==> src/rtl/pulse_pkg.sv <==
// Shared types and defaults for the pulse issue path: descriptor payload, issue FSM
// state encoding and the saturating counter helper.
package pulse_pkg;

  localparam int unsigned N_CH_DEF     = 4;
  localparam int unsigned TS_W_DEF     = 32;
  localparam int unsigned LATE_TOL_DEF = 4;

  typedef struct packed {
    logic [31:0] start_time;
    logic [3:0]  channel;
    logic [15:0] duration;
    logic [7:0]  waveform_id;
    logic [15:0] amplitude;
  } pulse_descriptor_t;

  typedef enum logic [1:0] {
    ST_IDLE      = 2'd0,
    ST_WAIT_TIME = 2'd1,
    ST_WAIT_CH   = 2'd2
  } pulse_issue_state_e;

  function automatic logic [15:0] sat_inc16(input logic [15:0] v);
    return (v == 16'hFFFF) ? v : v + 16'd1;
  endfunction

endpackage

==> src/rtl/pulse_timeline.sv <==
// Free-running timeline counter with synchronous clear, plus the modular due/late
// comparison of the held start time against the current timeline value.
module pulse_timeline
  import pulse_pkg::*;
#(
  parameter int unsigned TS_W     = TS_W_DEF,
  parameter int unsigned LATE_TOL = LATE_TOL_DEF
) (
  input  logic            clk,
  input  logic            rst_n,
  input  logic            clr,
  input  logic [TS_W-1:0] start_time,
  output logic [TS_W-1:0] now,
  output logic            due_c,
  output logic            late_c
);

  logic [TS_W-1:0] now_d, now_q;
  logic [TS_W-1:0] diff_c;

  always_comb begin
    now_d = now_q + TS_W'(1);
    if (clr) now_d = '0;
  end

  always_ff @(posedge clk) begin
    if (!rst_n) now_q <= '0;
    else        now_q <= now_d;
  end

  // Sign bit of the modular difference decides due; this is what makes wrap-around work.
  assign diff_c = now_q - start_time;
  assign due_c  = ~diff_c[TS_W-1];
  assign late_c = due_c && (diff_c > TS_W'(LATE_TOL));
  assign now    = now_q;

endmodule

==> src/rtl/pulse_issue_ctrl.sv <==
// Timed issue controller: pops descriptors from a FWFT FIFO, holds each until its start
// time, then issues it to its channel when free. Build option: PULSE_ISSUE_LATE_DROP_EN.
module pulse_issue_ctrl
  import pulse_pkg::*;
#(
  parameter int unsigned N_CH     = N_CH_DEF,
  parameter int unsigned TS_W     = TS_W_DEF,
  parameter int unsigned LATE_TOL = LATE_TOL_DEF
) (
  input  logic              clk,
  input  logic              rst_n,
  input  pulse_descriptor_t fifo_rd_data,
  input  logic              fifo_empty,
  output logic              fifo_rd_en,
  input  logic              timeline_clr,
  output logic [TS_W-1:0]   now,
  input  logic [N_CH-1:0]   ch_busy,
  output logic [N_CH-1:0]   ch_valid,
  output pulse_descriptor_t ch_desc,
  output logic              holding,
  output logic [31:0]       issue_count,
  output logic [15:0]       late_count,
  output logic [15:0]       drop_count
);

  localparam int unsigned CH_W = $clog2(N_CH);

  localparam logic [1:0] IDLE      = ST_IDLE;
  localparam logic [1:0] WAIT_TIME = ST_WAIT_TIME;
  localparam logic [1:0] WAIT_CH   = ST_WAIT_CH;

  logic [1:0]        state_d, state_q;
  pulse_descriptor_t hold_d, hold_q;
  logic [N_CH-1:0]   ch_valid_d, ch_valid_q;
  pulse_descriptor_t ch_desc_d, ch_desc_q;
  logic [31:0]       issue_cnt_d, issue_cnt_q;
  logic [15:0]       late_cnt_d, late_cnt_q;

  logic [CH_W-1:0]   hold_ch_c;
  logic [N_CH-1:0]   ch_onehot_c;
  logic              ch_free_c;
  logic              issue_go_c;
  logic              due_c;
  logic              late_c;

  pulse_timeline #(
    .TS_W     (TS_W),
    .LATE_TOL (LATE_TOL)
  ) u_timeline (
    .clk        (clk),
    .rst_n      (rst_n),
    .clr        (timeline_clr),
    .start_time (TS_W'(hold_q.start_time)),
    .now        (now),
    .due_c      (due_c),
    .late_c     (late_c)
  );

  // A channel strobed this cycle counts as busy until its generator raises ch_busy.
  assign hold_ch_c   = hold_q.channel[CH_W-1:0];
  assign ch_onehot_c = N_CH'(1) << hold_ch_c;
  assign ch_free_c   = ~ch_busy[hold_ch_c] & ~ch_valid_q[hold_ch_c];
  assign issue_go_c  = ch_free_c &&
                       (((state_q == WAIT_TIME) && due_c) || (state_q == WAIT_CH));
  assign fifo_rd_en  = rst_n && (state_q == IDLE) && !fifo_empty;

`ifdef PULSE_ISSUE_LATE_DROP_EN
  logic [15:0] drop_cnt_d, drop_cnt_q;
`endif

  always_comb begin
    state_d     = state_q;
    hold_d      = hold_q;
    ch_valid_d  = '0;
    ch_desc_d   = ch_desc_q;
    issue_cnt_d = issue_cnt_q;
    late_cnt_d  = late_cnt_q;
`ifdef PULSE_ISSUE_LATE_DROP_EN
    drop_cnt_d  = drop_cnt_q;
`endif
    case (state_q)
      IDLE: begin
        if (fifo_rd_en) begin
          hold_d  = fifo_rd_data;
          state_d = WAIT_TIME;
        end
      end
      WAIT_TIME: if (due_c) state_d = WAIT_CH;
      WAIT_CH:   state_d = WAIT_CH;
      default:   state_d = IDLE;
    endcase
    if (issue_go_c) begin
      state_d = IDLE;
`ifdef PULSE_ISSUE_LATE_DROP_EN
      if (late_c) begin
        drop_cnt_d = sat_inc16(drop_cnt_q);
      end else begin
        ch_valid_d  = ch_onehot_c;
        ch_desc_d   = hold_q;
        issue_cnt_d = issue_cnt_q + 32'd1;
      end
`else
      ch_valid_d  = ch_onehot_c;
      ch_desc_d   = hold_q;
      issue_cnt_d = issue_cnt_q + 32'd1;
      if (late_c) late_cnt_d = sat_inc16(late_cnt_q);
`endif
    end
  end

  always_ff @(posedge clk) begin
    if (!rst_n) begin
      state_q     <= IDLE;
      hold_q      <= '0;
      ch_valid_q  <= '0;
      ch_desc_q   <= '0;
      issue_cnt_q <= '0;
      late_cnt_q  <= '0;
    end else begin
      state_q     <= state_d;
      hold_q      <= hold_d;
      ch_valid_q  <= ch_valid_d;
      ch_desc_q   <= ch_desc_d;
      issue_cnt_q <= issue_cnt_d;
      late_cnt_q  <= late_cnt_d;
    end
  end

`ifdef PULSE_ISSUE_LATE_DROP_EN
  always_ff @(posedge clk) begin
    if (!rst_n) drop_cnt_q <= '0;
    else        drop_cnt_q <= drop_cnt_d;
  end
  assign drop_count = drop_cnt_q;
`else
  assign drop_count = '0;
`endif

  assign ch_valid    = ch_valid_q;
  assign ch_desc     = ch_desc_q;
  assign holding     = (state_q != IDLE);
  assign issue_count = issue_cnt_q;
  assign late_count  = late_cnt_q;

endmodule

==> config.mk <==
export PLATFORM = sky130hd
export DESIGN_NAME = pulse_issue_ctrl
export DESIGN_NICKNAME = d
export VERILOG_FILES = /design/src/rtl/pulse_pkg.sv /design/src/rtl/pulse_timeline.sv /design/src/rtl/pulse_issue_ctrl.sv
export SDC_FILE = /design/constraint.sdc
export NUM_CORES = 1
export LEC_CHECK = 0
export BUFFER_PORTS_ARGS = -buffer_cell sky130_fd_sc_hd__buf_2
export CELL_PAD_IN_SITES_DETAIL_PLACEMENT = 1
export CELL_PAD_IN_SITES_GLOBAL_PLACEMENT = 1
export CORE_ASPECT_RATIO = 2
export CORE_MARGIN = 3
export CORE_UTILIZATION = 36
export CTS_CLUSTER_DIAMETER = 80
export DETAILED_ROUTE_END_ITERATION = 10
export HOLD_SLACK_MARGIN = 0.06
export PLACE_DENSITY = 0.83
export RECOVER_POWER = 25
export SYNTH_ARGS = -nofsm -noshare
export SYNTH_HDL_FRONTEND = slang
export SYNTH_HIERARCHICAL = 1
export SYNTH_SLANG_ARGS = --single-unit
==> constraint.sdc <==
create_clock -name clk -period 3.7 [get_ports clk]
set_clock_uncertainty 0.2 [all_clocks]
set_input_delay 0.74 -clock clk [delete_from_list [all_inputs] [get_ports clk]]
set_output_delay 0.74 -clock clk [all_outputs]
set_load 0.03 [all_outputs]
==> out/qor_table.md <==
| Step | Item | Value |
|:---|:---|:---|
| grt | Maximum number of pins on one net before global-route repair | 79 |
| pwr | Lkg Pwr | 0.00653 uW |
| die | Core Footprint | 0.0322 mm^2 |
| place | Global placement routability congestion | 0.990 |
| outcome | Failing checks | capacitance limit, slew limit, setup timing |
| yosys | Dominant synthesized flop cell | sky130_fd_sc_hd__dfxtp_1 |
| outcome | Status | finished, violations left |
| cells and area | Final cell count without fillers | 2292 |
| cells and area | Fraction of final layout cells sized beyond drive strength 1 | 0.250 |
| yosys | Cell count after synthesis | 1524 |
| grt | Tot GR Track Use | 0.249 |
| clocking | Sinks on Clock Net | 238 |
| yosys | Leading cell types by total area after synthesis | sky130_fd_sc_hd__dfxtp_1 41%, sky130_fd_sc_hd__nand2_1 11%, sky130_fd_sc_hd__a21oi_1 6.1% |
| clocking | Deepest clock path buffer count | 3 |
| yosys | Share of synthesized registers carrying an async set or reset | 0 |
| die | Row Count | 93 |
| yosys | Cell accounting for the most synthesized area | sky130_fd_sc_hd__dfxtp_1 |
| timing | Shortest period the worst path allows | 3880 ps |
| critical path | Crit path to | late_count[4] |
| die | Die height | 262 um |
| critical path | CP max FO | 7 |
| critical path | Worst Setup SP | hold_q[53] |
| cells and area | Finished Core Util | 0.481 |
| die | Top-level I/O count | 262 |
| detailed routing | DR iter-0 viols | 462 |
| timing | Final worst-path setup slack | -181 ps |
| place | Pre-CTS setup slack | -316 ps |
| grt | Number of global-route vias before repair | 13476 |
| timing | Count of endpoints failing setup in the final report | 18 |
| detailed routing | Detailed-routing iteration count for the pre-antenna-repair pass | 5 |
| critical path | CP Capture Type | flip-flop |
| die | Starting utilization of the core area | 0.365 |
| critical path | Slack of the worst reg-to-reg path | -180 ps |
| timing | Max Slew Vio Count | 33 |
| die | Die Width | 134 um |
| place | # port buffers | 245 |
| critical path | Reg-to-Reg Start | hold_q[53] |
| yosys | Sequential share of the synthesized area | 0.405 |
| detailed routing | # DRC | 0 |
| yosys | Number of synthesized register bits | 238 |
| clocking | TritonCTS buffer count | 23 |
| critical path | Start-to-end type of the worst setup path | reg -> reg |
| clocking | Clock H-tree levels | 1 |
| place | DP Wirelength | 32600 um |
| grt | Total gr overflow | 0 |
| clocking | CTS tree | built |
| clocking | Clk slew on worst S/H paths | 70 ps |
| pwr | Worst voltage drop across the vdd grid | 326 uV |
| cells and area | Fin nets | 1974 |
| cells and area | # fillers | 4076 |
| place | Placement Cell Area | 0.0142 mm^2 |
| detailed routing | Number of nets with antenna violations after routing | 0 |
| clocking | Quantity of hold-fixing buffers added after cts | 0 |
| yosys | Area of the mapped netlist | 0.0118 mm^2 |
| yosys | Warnings, synthesis | 6 |
| yosys | Post-synth top area share | 0.405 |
| critical path | Reg2Reg Depth | 19 |
| detailed routing | Total vias in the final route | 12532 |
| detailed routing | Post-DR vias/cell | 5.47 |
| worst hold path | Critical hold path startpoint | fifo_rd_data[53] |
| yosys | Synth unique cells | 76 |
| detailed routing | Routed WL per cell | 19.9 um |
| grt | Antenna violations before repair | 2 |
| worst hold path | Hold crit path type | in -> reg |
| timing | Final hold viol count | 0 |
| yosys | Count of flip-flops with a built-in enable after synthesis | 0 |
| critical path | Data arrival time of the critical path | 4130 ps |
| clocking | Clock tree root buffer cell | sky130_fd_sc_hd__clkbuf_16 |
| cells and area | Design area | 0.0155 mm^2 |
| critical path | Kind of launch point of the worst setup path | flip-flop |
| timing | Tightest Pin Transition | 1660 ps |
| cells and area | Area added between synthesis and finish | 31.9% |
| job | Max-capacitance violation count | 1 |
| die | Overall die area | 0.0350 mm^2 |
| timing | Portion of the clock cycle consumed by the worst path in the final layout | 1.05 |
| critical path | Worst endpoint required time | 3950 ps |
| grt | Global-route wire length before repair | 70500 um |
| clocking | Insertion delay to the later sink of the worst-skew pair | 520 ps |
| cells and area | Register area | 0.00479 mm^2 |
| timing | Headroom to the max-slew limit | -0.108 |
| cells and area | Footprint of the multi-input gates | 0.00672 mm^2 |
| timing | Unrepaired setup endpoints after global routing | yes |
| timing | Fmax achieved | 258 MHz |
| place | Cell count after placement | 2230 |
| pwr | Pwr per Cell Area | 496 mW/mm^2 |
| critical path | Worst reg2reg endpoint | late_count[4] |
| detailed routing | Routed wire length | 45600 um |
| yosys | Synthesized area divided by synthesized cell count | 7.71 um^2 |
[per-layer routing]
| metal | track usage | part of all wire | vias to the layer above |
|---|---|---|---|
| met5 | 0 | 0.00039 | - |
| met3 | 0.0342 | 0.041 | 157 |
| met4 | 0.157 | 0.066 | 2 |
| met2 | 0.498 | 0.56 | 350 |
| li1 | - | - | 5898 |
| met1 | 0.230 | 0.33 | 6125 |
[cells by family after synthesis]
logic type	count (synthesis)	synth area share
AND/OR/NAND/NOR	727	0.287
AO/OA/AOI/OAI	303	0.160
flip-flops	238	0.405
buffers and inverters	168	0.0663
adder cells (fa/ha/maj)	39	0.0422
XOR/XNOR	37	0.0276
multiplexers	11	0.0108
other	1	0.000319
[power breakdown]
| group | total [uW] | internal (uW) | switching (uW) |
|---|---|---|---|
| logic | 2320 | 928 | 1390 |
| registers | 2910 | 2770 | 134 |
| clock network | 2460 | 1420 | 1040 |
| total | 7680 | 5120 | 2570 |
[cell type report]
class,count,area share
diodes,1,0.000161
clock buffers,31,0.0437
clock inverters,7,0.00573
flip-flops and latches,238,0.309
well taps,427,0.0345
repair buffers,389,0.157
multi-input cells,1133,0.434
inverters,66,0.0163
[worst min-delay path by stage]
stage	endpoint	slack [ps]	cells past startpoint
floorplan	ch_desc[0]	230	2
global placement	ch_desc[38]	240	2
detailed placement	ch_desc[8]	240	2
CTS	hold_q[55]	180	3
global route	hold_q[37]	190	3
finish	hold_q[53]	200	3
[cell usage after synthesis (10+ instances only)]
| cell type | n |
|---|---|
| sky130_fd_sc_hd__nand2_1 | 354 |
| sky130_fd_sc_hd__clkbuf_1 | 52 |
| sky130_fd_sc_hd__nand4_1 | 28 |
| sky130_fd_sc_hd__dfxtp_1 | 238 |
| sky130_fd_sc_hd__xnor2_1 | 14 |
| sky130_fd_sc_hd__buf_1 | 10 |
| sky130_fd_sc_hd__o31ai_1 | 19 |
| sky130_fd_sc_hd__nor2_1 | 79 |
| sky130_fd_sc_hd__a21o_1 | 12 |
| sky130_fd_sc_hd__nand2b_1 | 12 |
| sky130_fd_sc_hd__inv_1 | 64 |
| sky130_fd_sc_hd__o21ai_0 | 45 |
| sky130_fd_sc_hd__buf_4 | 27 |
| sky130_fd_sc_hd__and3_1 | 14 |
| sky130_fd_sc_hd__nor3_1 | 18 |
| sky130_fd_sc_hd__ha_1 | 38 |
| sky130_fd_sc_hd__or3_1 | 26 |
| sky130_fd_sc_hd__or4_1 | 20 |
| sky130_fd_sc_hd__a21oi_1 | 143 |
| sky130_fd_sc_hd__xor2_1 | 23 |
| sky130_fd_sc_hd__nand3_1 | 123 |
| sky130_fd_sc_hd__a211oi_1 | 10 |
[placed cells by master (no fill, tap or decap), types with 6 or more instances in the layout]
master                      synthesis  layout
sky130_fd_sc_hd__a21oi_1          143     138
sky130_fd_sc_hd__xnor2_1           14      13
sky130_fd_sc_hd__nor3_2             2       6
sky130_fd_sc_hd__buf_6              5       8
sky130_fd_sc_hd__dfxtp_2            0      11
sky130_fd_sc_hd__o21a_1             7       7
sky130_fd_sc_hd__inv_1             64      60
sky130_fd_sc_hd__xor2_1            23      23
sky130_fd_sc_hd__buf_4             27     123
sky130_fd_sc_hd__a21oi_2            1       6
sky130_fd_sc_hd__o21ai_0           45      39
sky130_fd_sc_hd__conb_1             1      16
sky130_fd_sc_hd__a211oi_1          10       9
sky130_fd_sc_hd__clkbuf_1          52      65
sky130_fd_sc_hd__and2_1             9       8
sky130_fd_sc_hd__nand3_1          123     121
sky130_fd_sc_hd__or4_1             20      18
sky130_fd_sc_hd__a21o_1            12      11
sky130_fd_sc_hd__nand4_1           28      28
sky130_fd_sc_hd__buf_2              8     183
sky130_fd_sc_hd__ha_4               0      10
sky130_fd_sc_hd__nand2b_1          12      12
sky130_fd_sc_hd__nand2_1          354     351
sky130_fd_sc_hd__dfxtp_1          238     223
sky130_fd_sc_hd__ha_1              38      28
sky130_fd_sc_hd__nor2_1            79      78
sky130_fd_sc_hd__and3_1            14      13
sky130_fd_sc_hd__buf_12             0       7
sky130_fd_sc_hd__or3_1             26      24
sky130_fd_sc_hd__and4_1             7       6
sky130_fd_sc_hd__mux2i_1            7       6
sky130_fd_sc_hd__clkbuf_16          0      24
sky130_fd_sc_hd__nor3_1            18      14
sky130_fd_sc_hd__o211ai_1           6       6
sky130_fd_sc_hd__o31ai_1           19      18
[sequential cells by signal, indices dropped and copies added (netlist names)]
name / cells
state_q: 2
late_count: 16
u_timeline/now: 32
issue_count: 32
ch_desc: 76
hold_q: 74
ch_valid: 4
hold_ch_c: 2
[repair_timing]
action	4_1_cts	5_1_grt
gates cloned	4	0
buffers inserted	9	10
resized for setup	36	51
pin swaps	33	23
endpoints found under the setup margin	104	128
[stage by stage]
| stage | setup TNS, ps | hold WS (ps) | power, uW |
|---|---|---|---|
| floorplan | 0 | 232 | 4210 |
| CTS | -3360 | 178 | 7610 |
| global route | -18070 | 191 | 8060 |
| finish | -2380 | 203 | 7680 |
| global placement | -2960 | 238 | 4930 |
| detailed placement | -8370 | 244 | 4990 |
[worst max-delay path, cell delays in order (launching register included)]
cell and delay (ps):
sky130_fd_sc_hd__dfxtp_1 330, sky130_fd_sc_hd__inv_1 70, sky130_fd_sc_hd__ha_1 300, sky130_fd_sc_hd__buf_4 170, sky130_fd_sc_hd__a21oi_1 140, sky130_fd_sc_hd__o21ai_0 100
sky130_fd_sc_hd__buf_4 170, sky130_fd_sc_hd__buf_4 130, sky130_fd_sc_hd__a41oi_1 280, sky130_fd_sc_hd__o31ai_2 130, sky130_fd_sc_hd__xor2_1 230, sky130_fd_sc_hd__nor3_1 90
sky130_fd_sc_hd__a21oi_1 260, sky130_fd_sc_hd__nor4_4 100, sky130_fd_sc_hd__nor2b_4 160, sky130_fd_sc_hd__buf_4 120, sky130_fd_sc_hd__buf_6 100, sky130_fd_sc_hd__nand2_8 60
sky130_fd_sc_hd__or4_1 490, sky130_fd_sc_hd__a21oi_1 170
(Power assumes the default switching activity.)
